## src/rtl/lsu_out_pkg.sv

```systemverilog
// lsu_out_pkg
// Shared definitions for the LSU output peripheral: register word offsets
// (byte offset >> 2), reset constants, a register-select enum and a decode
// helper used by both the write path and the readback mux.
package lsu_out_pkg;

  // Word offsets inside the 64-byte output region (addr[5:2])
  localparam logic [3:0] LEDR_OFF   = 4'h0;  // byte 0x00
  localparam logic [3:0] LEDG_OFF   = 4'h4;  // byte 0x10
  localparam logic [3:0] HEX_LO_OFF = 4'h8;  // byte 0x20, HEX0..HEX3
  localparam logic [3:0] HEX_HI_OFF = 4'h9;  // byte 0x24, HEX4..HEX7
  localparam logic [3:0] LCD_OFF    = 4'hC;  // byte 0x30

  localparam logic [6:0] HEX_BLANK  = 7'h7F; // all segments off (active-low)
  localparam int         LEDR_W     = 17;
  localparam int         LEDG_W     = 8;
  localparam int         NUM_DIGITS = 8;

  typedef enum logic [2:0] {
    REG_NONE,
    REG_LEDR,
    REG_LEDG,
    REG_HEX_LO,
    REG_HEX_HI,
    REG_LCD
  } reg_sel_e;

  // Map a word offset to the register it selects; anything else is unmapped.
  function automatic reg_sel_e decode_reg(input logic [3:0] word);
    reg_sel_e sel;
    case (word)
      LEDR_OFF:   sel = REG_LEDR;
      LEDG_OFF:   sel = REG_LEDG;
      HEX_LO_OFF: sel = REG_HEX_LO;
      HEX_HI_OFF: sel = REG_HEX_HI;
      LCD_OFF:    sel = REG_LCD;
      default:    sel = REG_NONE;
    endcase
    return sel;
  endfunction

  // Pack four 7-bit digits into a word, one digit per byte, bit 7 of each byte zero.
  function automatic logic [31:0] pack_digits(input logic [6:0] d3, input logic [6:0] d2,
                                               input logic [6:0] d1, input logic [6:0] d0);
    return {1'b0, d3, 1'b0, d2, 1'b0, d1, 1'b0, d0};
  endfunction

endpackage

```

## src/rtl/lsu_out_scan.sv

```systemverilog
// lsu_out_scan
// Time-multiplexed 7-segment scan driver for boards whose digits share one
// segment bus. Each digit is shown for SCAN_DIV clock cycles in turn.
// Ports:
//   clk_i    system clock
//   rst_ni   asynchronous active-low reset
//   hex_bus  flattened digits, digit i in bits [7i+6:7i]
//   seg_o    registered segment bus, active-low
//   an_o     registered digit enables, active-low one-hot
module lsu_out_scan
  import lsu_out_pkg::*;
#(
  parameter int unsigned SCAN_DIV = 50000
) (
  input  logic        clk_i,
  input  logic        rst_ni,
  input  logic [55:0] hex_bus,
  output logic [6:0]  seg_o,
  output logic [7:0]  an_o
);

  localparam int unsigned         DIV_W    = (SCAN_DIV > 1) ? $clog2(SCAN_DIV) : 1;
  localparam logic [DIV_W-1:0]    DIV_LAST = DIV_W'(SCAN_DIV - 1);

  logic [DIV_W-1:0] div;
  logic [2:0]       idx;
  logic [2:0]       idx_next;
  logic             wrap;
  logic [6:0]       digit [NUM_DIGITS];

  // Unflatten the digit bus so the selected digit can be picked by index.
  always_comb begin
    for (int i = 0; i < NUM_DIGITS; i++) begin
      digit[i] = hex_bus[7*i +: 7];
    end
  end

  // idx is 3 bits wide, so 7 -> 0 wraps naturally.
  always_comb begin
    wrap     = (div == DIV_LAST);
    idx_next = idx + 3'd1;
  end

  // Outputs are reloaded only on the wrap edge, sampling the digit that is
  // about to be selected; between wraps seg_o/an_o hold steady.
  always_ff @(posedge clk_i or negedge rst_ni) begin
    if (!rst_ni) begin
      div   <= '0;
      idx   <= '0;
      an_o  <= 8'hFE;
      seg_o <= HEX_BLANK;
    end else if (wrap) begin
      div   <= '0;
      idx   <= idx_next;
      an_o  <= ~(8'b1 << idx_next);
      seg_o <= digit[idx_next];
    end else begin
      div   <= div + DIV_W'(1);
    end
  end

endmodule

```

## src/rtl/lsu_out_periph.sv

```systemverilog
// lsu_out_periph
// Memory-mapped output peripheral on the LSU store path. Byte-masked stores
// update LED, 7-segment and LCD registers; the addressed word is readable
// combinationally in the same cycle. A scan driver serves shared-segment displays.
// Ports:
//   clk_i, rst_ni         clock, asynchronous active-low reset
//   addr_i[5:0]           byte offset (bits [1:0] ignored)
//   wren_i, bmask_i[3:0]  store strobe and byte-lane enables
//   wdata_i[31:0]         lane-aligned store data
//   rdata_o[31:0]         readback of the addressed word (0 when unmapped)
//   ledr_o, ledg_o        red / green LEDs
//   hex0_o..hex7_o        direct 7-segment digits, active-low
//   lcd_o                 LCD control/data word
//   seg_o, an_o           scanned segment bus and digit enables, active-low
module lsu_out_periph
  import lsu_out_pkg::*;
#(
  parameter int unsigned SCAN_DIV = 50000
) (
  input  logic              clk_i,
  input  logic              rst_ni,
  input  logic [5:0]        addr_i,
  input  logic              wren_i,
  input  logic [3:0]        bmask_i,
  input  logic [31:0]       wdata_i,
  output logic [31:0]       rdata_o,
  output logic [LEDR_W-1:0] ledr_o,
  output logic [LEDG_W-1:0] ledg_o,
  output logic [6:0]        hex0_o,
  output logic [6:0]        hex1_o,
  output logic [6:0]        hex2_o,
  output logic [6:0]        hex3_o,
  output logic [6:0]        hex4_o,
  output logic [6:0]        hex5_o,
  output logic [6:0]        hex6_o,
  output logic [6:0]        hex7_o,
  output logic [31:0]       lcd_o,
  output logic [6:0]        seg_o,
  output logic [7:0]        an_o
);

  logic [LEDR_W-1:0] ledr_q;
  logic [LEDG_W-1:0] ledg_q;
  logic [6:0]        hex_q [NUM_DIGITS];
  logic [31:0]       lcd_q;
  reg_sel_e          sel;
  logic [55:0]       hex_bus;
  logic              unused_addr_lsbs;

  // Stores are word-aligned; the byte-within-word bits carry no information.
  assign unused_addr_lsbs = ^addr_i[1:0];

  always_comb begin
    sel = decode_reg(addr_i[5:2]);
  end

  // Byte-lane write path. Only implemented bits of each enabled lane are
  // stored: LEDR lane 2 keeps just bit 16, and bit 7 of each HEX lane is
  // dropped. Unmapped offsets and an all-zero mask fall through untouched.
  always_ff @(posedge clk_i or negedge rst_ni) begin
    if (!rst_ni) begin
      ledr_q <= '0;
      ledg_q <= '0;
      lcd_q  <= '0;
      for (int n = 0; n < NUM_DIGITS; n++) begin
        hex_q[n] <= HEX_BLANK;
      end
    end else if (wren_i) begin
      case (sel)
        REG_LEDR: begin
          if (bmask_i[0]) ledr_q[7:0]  <= wdata_i[7:0];
          if (bmask_i[1]) ledr_q[15:8] <= wdata_i[15:8];
          if (bmask_i[2]) ledr_q[16]   <= wdata_i[16];
        end
        REG_LEDG: begin
          if (bmask_i[0]) ledg_q <= wdata_i[7:0];
        end
        REG_HEX_LO: begin
          for (int n = 0; n < 4; n++) begin
            if (bmask_i[n]) hex_q[n] <= wdata_i[8*n +: 7];
          end
        end
        REG_HEX_HI: begin
          for (int n = 0; n < 4; n++) begin
            if (bmask_i[n]) hex_q[n+4] <= wdata_i[8*n +: 7];
          end
        end
        REG_LCD: begin
          for (int n = 0; n < 4; n++) begin
            if (bmask_i[n]) lcd_q[8*n +: 8] <= wdata_i[8*n +: 8];
          end
        end
        default: begin
        end
      endcase
    end
  end

  // Readback reflects register state only, so a same-cycle store shows the
  // old value until the edge.
  always_comb begin
    rdata_o = '0;
    case (sel)
      REG_LEDR:   rdata_o = 32'(ledr_q);
      REG_LEDG:   rdata_o = 32'(ledg_q);
      REG_HEX_LO: rdata_o = pack_digits(hex_q[3], hex_q[2], hex_q[1], hex_q[0]);
      REG_HEX_HI: rdata_o = pack_digits(hex_q[7], hex_q[6], hex_q[5], hex_q[4]);
      REG_LCD:    rdata_o = lcd_q;
      default:    rdata_o = '0;
    endcase
  end

  assign ledr_o = ledr_q;
  assign ledg_o = ledg_q;
  assign lcd_o  = lcd_q;
  assign hex0_o = hex_q[0];
  assign hex1_o = hex_q[1];
  assign hex2_o = hex_q[2];
  assign hex3_o = hex_q[3];
  assign hex4_o = hex_q[4];
  assign hex5_o = hex_q[5];
  assign hex6_o = hex_q[6];
  assign hex7_o = hex_q[7];

  assign hex_bus = {hex_q[7], hex_q[6], hex_q[5], hex_q[4],
                    hex_q[3], hex_q[2], hex_q[1], hex_q[0]};

  lsu_out_scan #(
    .SCAN_DIV (SCAN_DIV)
  ) u_scan (
    .clk_i   (clk_i),
    .rst_ni  (rst_ni),
    .hex_bus (hex_bus),
    .seg_o   (seg_o),
    .an_o    (an_o)
  );

endmodule

```

## config.mk

```make
export PLATFORM = sky130hd
export DESIGN_NAME = lsu_out_periph
export DESIGN_NICKNAME = d
export VERILOG_FILES = /design/src/rtl/lsu_out_pkg.sv /design/src/rtl/lsu_out_scan.sv /design/src/rtl/lsu_out_periph.sv
export SDC_FILE = /design/constraint.sdc
export NUM_CORES = 1
export LEC_CHECK = 0
export ABC_AREA = 1
export BUFFER_PORTS_ARGS = -buffer_cell sky130_fd_sc_hd__buf_2
export CAP_MARGIN = 0
export CORE_UTILIZATION = 53
export CTS_CLUSTER_DIAMETER = 80
export DETAILED_ROUTE_END_ITERATION = 7
export GPL_ROUTABILITY_DRIVEN = 1
export PLACE_DENSITY = 0.85
export SLEW_MARGIN = 20
export SYNTH_ARGS = -nofsm -noshare
export SYNTH_HDL_FRONTEND = slang
export SYNTH_SLANG_ARGS = --single-unit
```

## constraint.sdc

```tcl
create_clock -name clk_i -period 2.2 [get_ports clk_i]
set_input_delay 0.22 -clock clk_i [delete_from_list [all_inputs] [get_ports clk_i]]
set_output_delay 0.22 -clock clk_i [all_outputs]
set_load 0.02 [all_outputs]
```

==> flow_summary.ini, run 1 <==
[run_status]
status = completed

[power_and_ir_drop]
peakVddDrop_mv = 0.674
cellLeakagePower_nw = 4.99
p_total_mw = 8.68
powerDensity_mw_per_mm2 = 922

[clock_network]
numCtsBuffers = 17
cts.htree.levels = 4
clockBufferDepth = 2
cts_num_sinks = 147
cts_root_buf = clkbuf_16
insertion_delay_ps = 420
path_clk_slew_ps = 60
cts_tree = built
postCtsSetupRepairBufs = 0

[logic_synthesis]
synth_edf_count = 0
synth_top_area_share = 0.252
async_flop_share = 1.00
yosysTopAreaCell = dfrtp_1
synthTopCellsByArea = dfrtp_1 25%, dfstp_2 24%, nand2_1 17%
syn_area_per_cell_sq_um = 8.03
synth_seq_cells = 147
syn_inst = 952
synth-main-ff-cell = dfrtp_1
ys_seq_area_frac = 0.493
syn_area_sq_mm = 0.00765
ys_warn_count = 0
ys_types = 35
syn_nets = 1003

[sta]
tightest_slew_ps = 588
hold_viol = 0
timing.final.crit_share = 0.830
fin_crit_ps = 1830
rsz0062_at_grt = false
slew_viol_final = 0
max_freq_mhz = 548
skew_ps = 7.19
final.setup.tns_ps = 0
whs_ps = 37.3
setup_violations = 0
slew_headroom = 0.606

[flow_run]
drv_cap = 0

[global_routing]
grt_pass1_wl_microns = 33500
overflow = 0
antenna_found_initial = 0
first_global_vias = 6665
grt_usage = 0.294
grt_max_degree = 61

[routing]
wl_microns = 21100
drc = 0
viasPerCell = 5.32
route.vias.total = 7134
dr.pass1.iters = 6
wire_per_inst_microns = 15.7
ant_nets = 0
drt-initial-drc-count = 603

[cells_and_area]
final_nets = 1200
antenna_cells = 0
final_layout_size_suffix_gt1_frac = 0.331
syn_to_final_growth_pct = 23.1
finalInstanceArea_sq_mm = 0.00941
fin_util = 0.673

[floorplan]
dieHeight_microns = 122
pin_count = 205
start_util = 0.547
rows = 43
coreArea_sq_mm = 0.0140
die_x_microns = 122
dieArea_sq_mm = 0.0149

[worst_setup_path]
critPathSlowestCell = dfrtp_1
crit_fanout = 37
slowest_delay_ps = 370
cpMostUsedCell = nand2_1
crit_chain = buf_4 > ha_1 > inv_1 > nand2_1 > nand2_1 > inv_1 > nand2_1 > nand3_1 > nand2_1
critPathLaunchType = register
critPathArrivalTime_ps = 2170
critPathCaptureType = register
cp.required_ps = 2550
path_class = register to register

[placement]
port_buffers = 202
gp_congestion = 0.896
dp_hpwl_microns = 15500
place_area_sq_mm = 0.00875

[min_path]
min-delay-path-class = input pin to register
==> state kept, by name, indices dropped and copies added, names as in the netlist <==
register,cells
hex7_o,7
hex5_o,7
hex6_o,7
lcd_o,32
u_scan.an_o,8
hex4_o,7
u_scan.seg_o,7
hex3_o,7
u_scan.idx,3
u_scan.div,16
hex1_o,7
hex2_o,7
ledr_o,17
ledg_o,8
hex0_o,7
==> layer usage <==
layer / wire length (microns) / track usage / share of wire
met5: 0 / 0 / 0
met1: 8760 / 0.379 / 0.41
met4: 756 / 0.132 / 0.036
met2: 10100 / 0.468 / 0.48
met3: 1520 / 0.0744 / 0.072
==> cell type report <==
cell class	instances	area, sq um
clock buffer	18	429
clock inverter	14	219
fill	1152	4580
inverter	122	464
multi-input combinational	647	3170
sequential	147	3770
tap	180	225
timing repair buffer	214	1130
==> power by group <==
group / internal [mW] / leakage, nW / total [mW] / switching, mW
Sequential: 3.24 / 1.73 / 3.61 / 0.373
Clock: 2.03 / 0.312 / 3.19 / 1.17
Combinational: 0.612 / 2.95 / 1.87 / 1.26
Total: 5.88 / 4.99 / 8.68 / 2.80
==> logic make-up after synthesis <==
group | count (synthesis) | synth area share
and+or+nand+nor | 494 | 0.279
buffers and inverters | 158 | 0.0928
DFF | 147 | 0.493
AOI/OAI and AO/OA | 141 | 0.119
xor gates and xnor gates | 6 | 0.00687
adders and majority gates | 6 | 0.00982
==> cell usage after synthesis (all sizes together), types with 6 or more instances <==
cell	instances
ha	6
clkbuf	8
dfstp	70
nor2	59
dfrtp	77
buf	28
nand3	62
o221ai	13
xor2	6
nand4	15
nand2	354
o21ai	123
inv	120
==> critical path, delay by kind of cell, from the launching register on <==
family / cells / cell delay, ps
adder cells (fa/ha/maj): 1 / 240
buffers and inverters: 3 / 710
flip-flops: 1 / 370
AND/OR/NAND/NOR: 5 / 430
==> worst paths after layout <==
path,slack [ps],end,startpoint,cells past startpoint
worst max-delay path,370,u_scan.an_o[4],u_scan.idx[0],9
worst min-delay path,40,lcd_o[31],wdata_i[31],3
worst max register to register,370,u_scan.an_o[4],u_scan.idx[0],9
worst min register to register,460,u_scan.an_o[1],u_scan.an_o[1],2
max in group asynchronous,1180,hex5_o[0],rst_ni,3
min in group asynchronous,310,lcd_o[29],rst_ni,2
==> placed cells by master (no fill, tap or decap), types with 2 or more instances in the layout <==
cell	count
o221ai_1	13
dfrtp_1	77
nor3_1	3
o21ai_2	37
nand3_1	61
nand2_1	337
clkinvlp_4	2
buf_2	201
nand2_4	11
inv_2	4
inv_6	5
inv_4	2
nand4_1	14
nor2_2	3
nand2_2	6
clkinv_2	3
ha_1	6
dfstp_2	70
inv_1	114
o21ai_0	52
bufinv_16	5
a21oi_2	2
buf_4	9
nor2_1	54
clkbuf_16	17
xor2_1	6
o21ai_1	34
buf_12	2
==> per-stage QoR <==
stage,cells,setup WS (ps)
after floorplan,952,314
after global placement,1309,457
after detailed placement,1309,411
after CTS,1342,376
after global routing,1342,236
final,1342,374
==> repair_timing <==
item                                    4_1_cts  5_1_grt
hold endpoints to repair                     12        0
endpoints found under the setup margin        0        0
hold buffers                                  1        0
gates resized for setup                       0        0
No activity file was read; power rests on OpenSTA's default activity.
==> run 2, diff against run 1 <==
ABC_AREA = 0   (was 1)
CORE_UTILIZATION = 47   (was 53)
PLACE_DENSITY = 0.82   (was 0.85)
clock period = 1.6 ns   (was 2.2 ns; I/O delays follow)
==> run 2 against run 1 <==
- critical endpoint is now rdata_o[17]
- via count fell by 17%
- first-iteration DRC count fell by 12%
- sequential cell count did not move
- the flow now finishes with violations (setup timing)
- die area rose by 1.7%
- count of clock-buffer cells in the layout rose by 6
- largest power group unchanged
- register-to-register slack got worse by 390 ps
- sequential power rose by 41%
- total power rose by 35%
- largest cell class unchanged
- combinational power rose by 48%
- clock skew rose by 2.6 ps
- setup slack got worse by 480 ps
==> flow_summary.ini, run 2 <==
[routing]
wire_per_inst_microns = 22.1
wl_microns = 22200
ant_nets = 0
dr.pass1.iters = 8
viasPerCell = 5.88
drt-initial-drc-count = 533
route.vias.total = 5914
drc = 0

[placement]
dp_hpwl_microns = 15300
placed_cells = 930
dp_slack_ps = -158
port_buffers = 202
gp_congestion = 0.872

[min_path]
min-delay-path-class = input pin to register

[cells_and_area]
register_area_sq_mm = 0.00377
final_cell_count_no_fill = 1005
largest_register_ffs = 32
antenna_cells = 0
n_fill_cell = 924
final_layout_size_suffix_gt1_frac = 0.668
multi_input_area_sq_mm = 0.00303
fin_util = 0.702
layout_common_cells = 184 x buf_2, 112 x mux2_2, 76 x dfrtp_1, 70 x dfstp_2, 51 x buf_4
layout_commonest_cell = buf_2
final_nets = 863
syn_to_final_growth_pct = 43.3

[global_routing]
antenna_found_initial = 0
first_global_vias = 5883
grt_pass1_wl_microns = 32700
grt_usage = 0.296
grt_max_degree = 40
overflow = 0

[logic_synthesis]
async_flop_share = 1.00
synth_seq_cells = 147
synth-main-ff-cell = dfrtp_1
yosysTopAreaCell = dfrtp_1
synth_top_cells_by_count = 112 x mux2_2, 77 x dfrtp_1, 70 x dfstp_2, 51 x nand2_1, 29 x a222oi_1
synthTopCellsByArea = dfrtp_1 28%, dfstp_2 27%, mux2_2 18%
syn_area_sq_mm = 0.00690
synth_top_area_share = 0.279
syn_area_per_cell_sq_um = 13.1
ys_warn_count = 0
syn_nets = 576
yosysMostFrequentCell = mux2_2
synth_edf_count = 0
syn_inst = 525
ys_types = 45
ys_seq_area_frac = 0.546

[power_and_ir_drop]
powerDensity_mw_per_mm2 = 1180
cellLeakagePower_nw = 4.77
peakVddDrop_mv = 0.714

[clock_network]
insertion_delay_ps = 420
numCtsBuffers = 17
cts_root_buf = clkbuf_16
path_clk_slew_ps = 60
cts.htree.levels = 4
cts_num_sinks = 147
cts_tree = built
clockBufferDepth = 2

[run_status]
status = finished, violations left
violations = setup timing

[flow_run]
drv_cap = 0

[sta]
slew_headroom = 0.718
slew_viol_final = 0
skew_ps = 9.83
rsz0062_at_grt = true
max_freq_mhz = 587
fin_crit_ps = 1700
timing.final.crit_share = 1.07
finalWorstSetupSlack_ps = -104
tightest_slew_ps = 423
setup_violations = 13
hold_viol = 0

[worst_setup_path]
path_class = input pin to primary output
critPathSlowestCell = a222oi_1
cp.required_ps = 1440
slowest_delay_ps = 330
critPathLaunchType = input pin
crit_chain = buf_8 > nor2b_4 > and3b_2 > buf_12 > buf_6 > a222oi_1 > inv_1 > buf_6
crit_fanout = 7
cpMostUsedCell = buf_6
critPathArrivalTime_ps = 1540
critPathCaptureType = primary output

[floorplan]
die_x_microns = 123
dieArea_sq_mm = 0.0152
start_util = 0.490
dieHeight_microns = 123
pin_count = 205
rows = 43
coreArea_sq_mm = 0.0141
## run 2: changes by cell type after synthesis, sizes merged, moves of 7 or more
cell / previous run / this run
nand3: 62 / 5
a22oi: 0 / 7
xnor2: 0 / 9
a222oi: 0 / 29
o221ai: 13 / 0
o21ai: 123 / 2
mux4: 0 / 14
nand4: 15 / 3
mux2: 0 / 113
nor2: 59 / 31
a31oi: 0 / 16
inv: 120 / 17
and3: 0 / 12
nand2: 354 / 51
## run 2: logic make-up after synthesis
| group | count (synthesis) | share of synthesized area |
|---|---|---|
| flops | 147 | 0.546 |
| fa+ha+maj | 6 | 0.0109 |
| mux | 128 | 0.232 |
| compound gates | 58 | 0.0704 |
| xor+xnor | 14 | 0.0178 |
| buf+inv | 50 | 0.0343 |
| simple gates | 122 | 0.0894 |
## run 2: layout make-up
class / instances / share of cell area
well taps: 180 / 0.0228
clock buffers: 24 / 0.0497
multi-input cells: 328 / 0.306
flip-flops and latches: 147 / 0.381
inverters: 17 / 0.00721
repair buffers: 301 / 0.226
clock inverters: 8 / 0.00759
## run 2: worst paths after layout
| path | startpoint | to | slack, ps | cells past startpoint |
|---|---|---|---|---|
| max in group asynchronous | rst_ni | u_scan.an_o[3] | 750 | 3 |
| setup / recovery | addr_i[5] | rdata_o[17] | -100 | 8 |
| hold reg to reg | u_scan.an_o[2] | u_scan.an_o[2] | 500 | 2 |
| min in group asynchronous | rst_ni | lcd_o[14] | 230 | 2 |
| hold / removal | wdata_i[21] | lcd_o[21] | 20 | 2 |
| setup reg to reg | u_scan.div[1] | u_scan.div[11] | -20 | 5 |
## run 2: per-stage QoR
stage	cell area, sq um	TNS (ps)	power [mW]	hold WS, ps
3_3_place_gp	8670	-1870	7.56	96.5
5_1_grt	9890	-1820	12.1	4.93
2_1_floorplan	6960	-1230	6.47	-136
3_5_place_dp	8670	-7550	7.67	110
6_report	9890	-471	11.7	19.8
4_1_cts	9580	-192	11.6	2.07
## run 2: power breakdown
part           switching [mW]  internal (mW)
Combinational            1.57           1.19
Clock                    1.52           2.30
Sequential              0.604           4.50
Total                    3.69           8.00
## run 2: repair_timing
action	in CTS	in global routing
pin swaps	12	28
endpoints found under the setup margin	43	53
gates cloned	0	2
hold buffers	17	0
buffers inserted	11	13
endpoints found under the hold margin	69	0
resized for setup	29	51
## run 2: worst max-delay path, delay by kind of cell
| family | cells | cell delay (ps) |
|---|---|---|
| compound gates | 1 | 330 |
| simple gates | 2 | 370 |
| buf+inv | 5 | 680 |
## run 2: layer usage
metal	global-route usage	vias to the layer above	routed length [microns]
li1	-	2532	-
met1	0.363	2937	8440
met2	0.484	357	11200
met3	0.0563	88	1470
met4	0.178	0	1090
met5	0	-	0
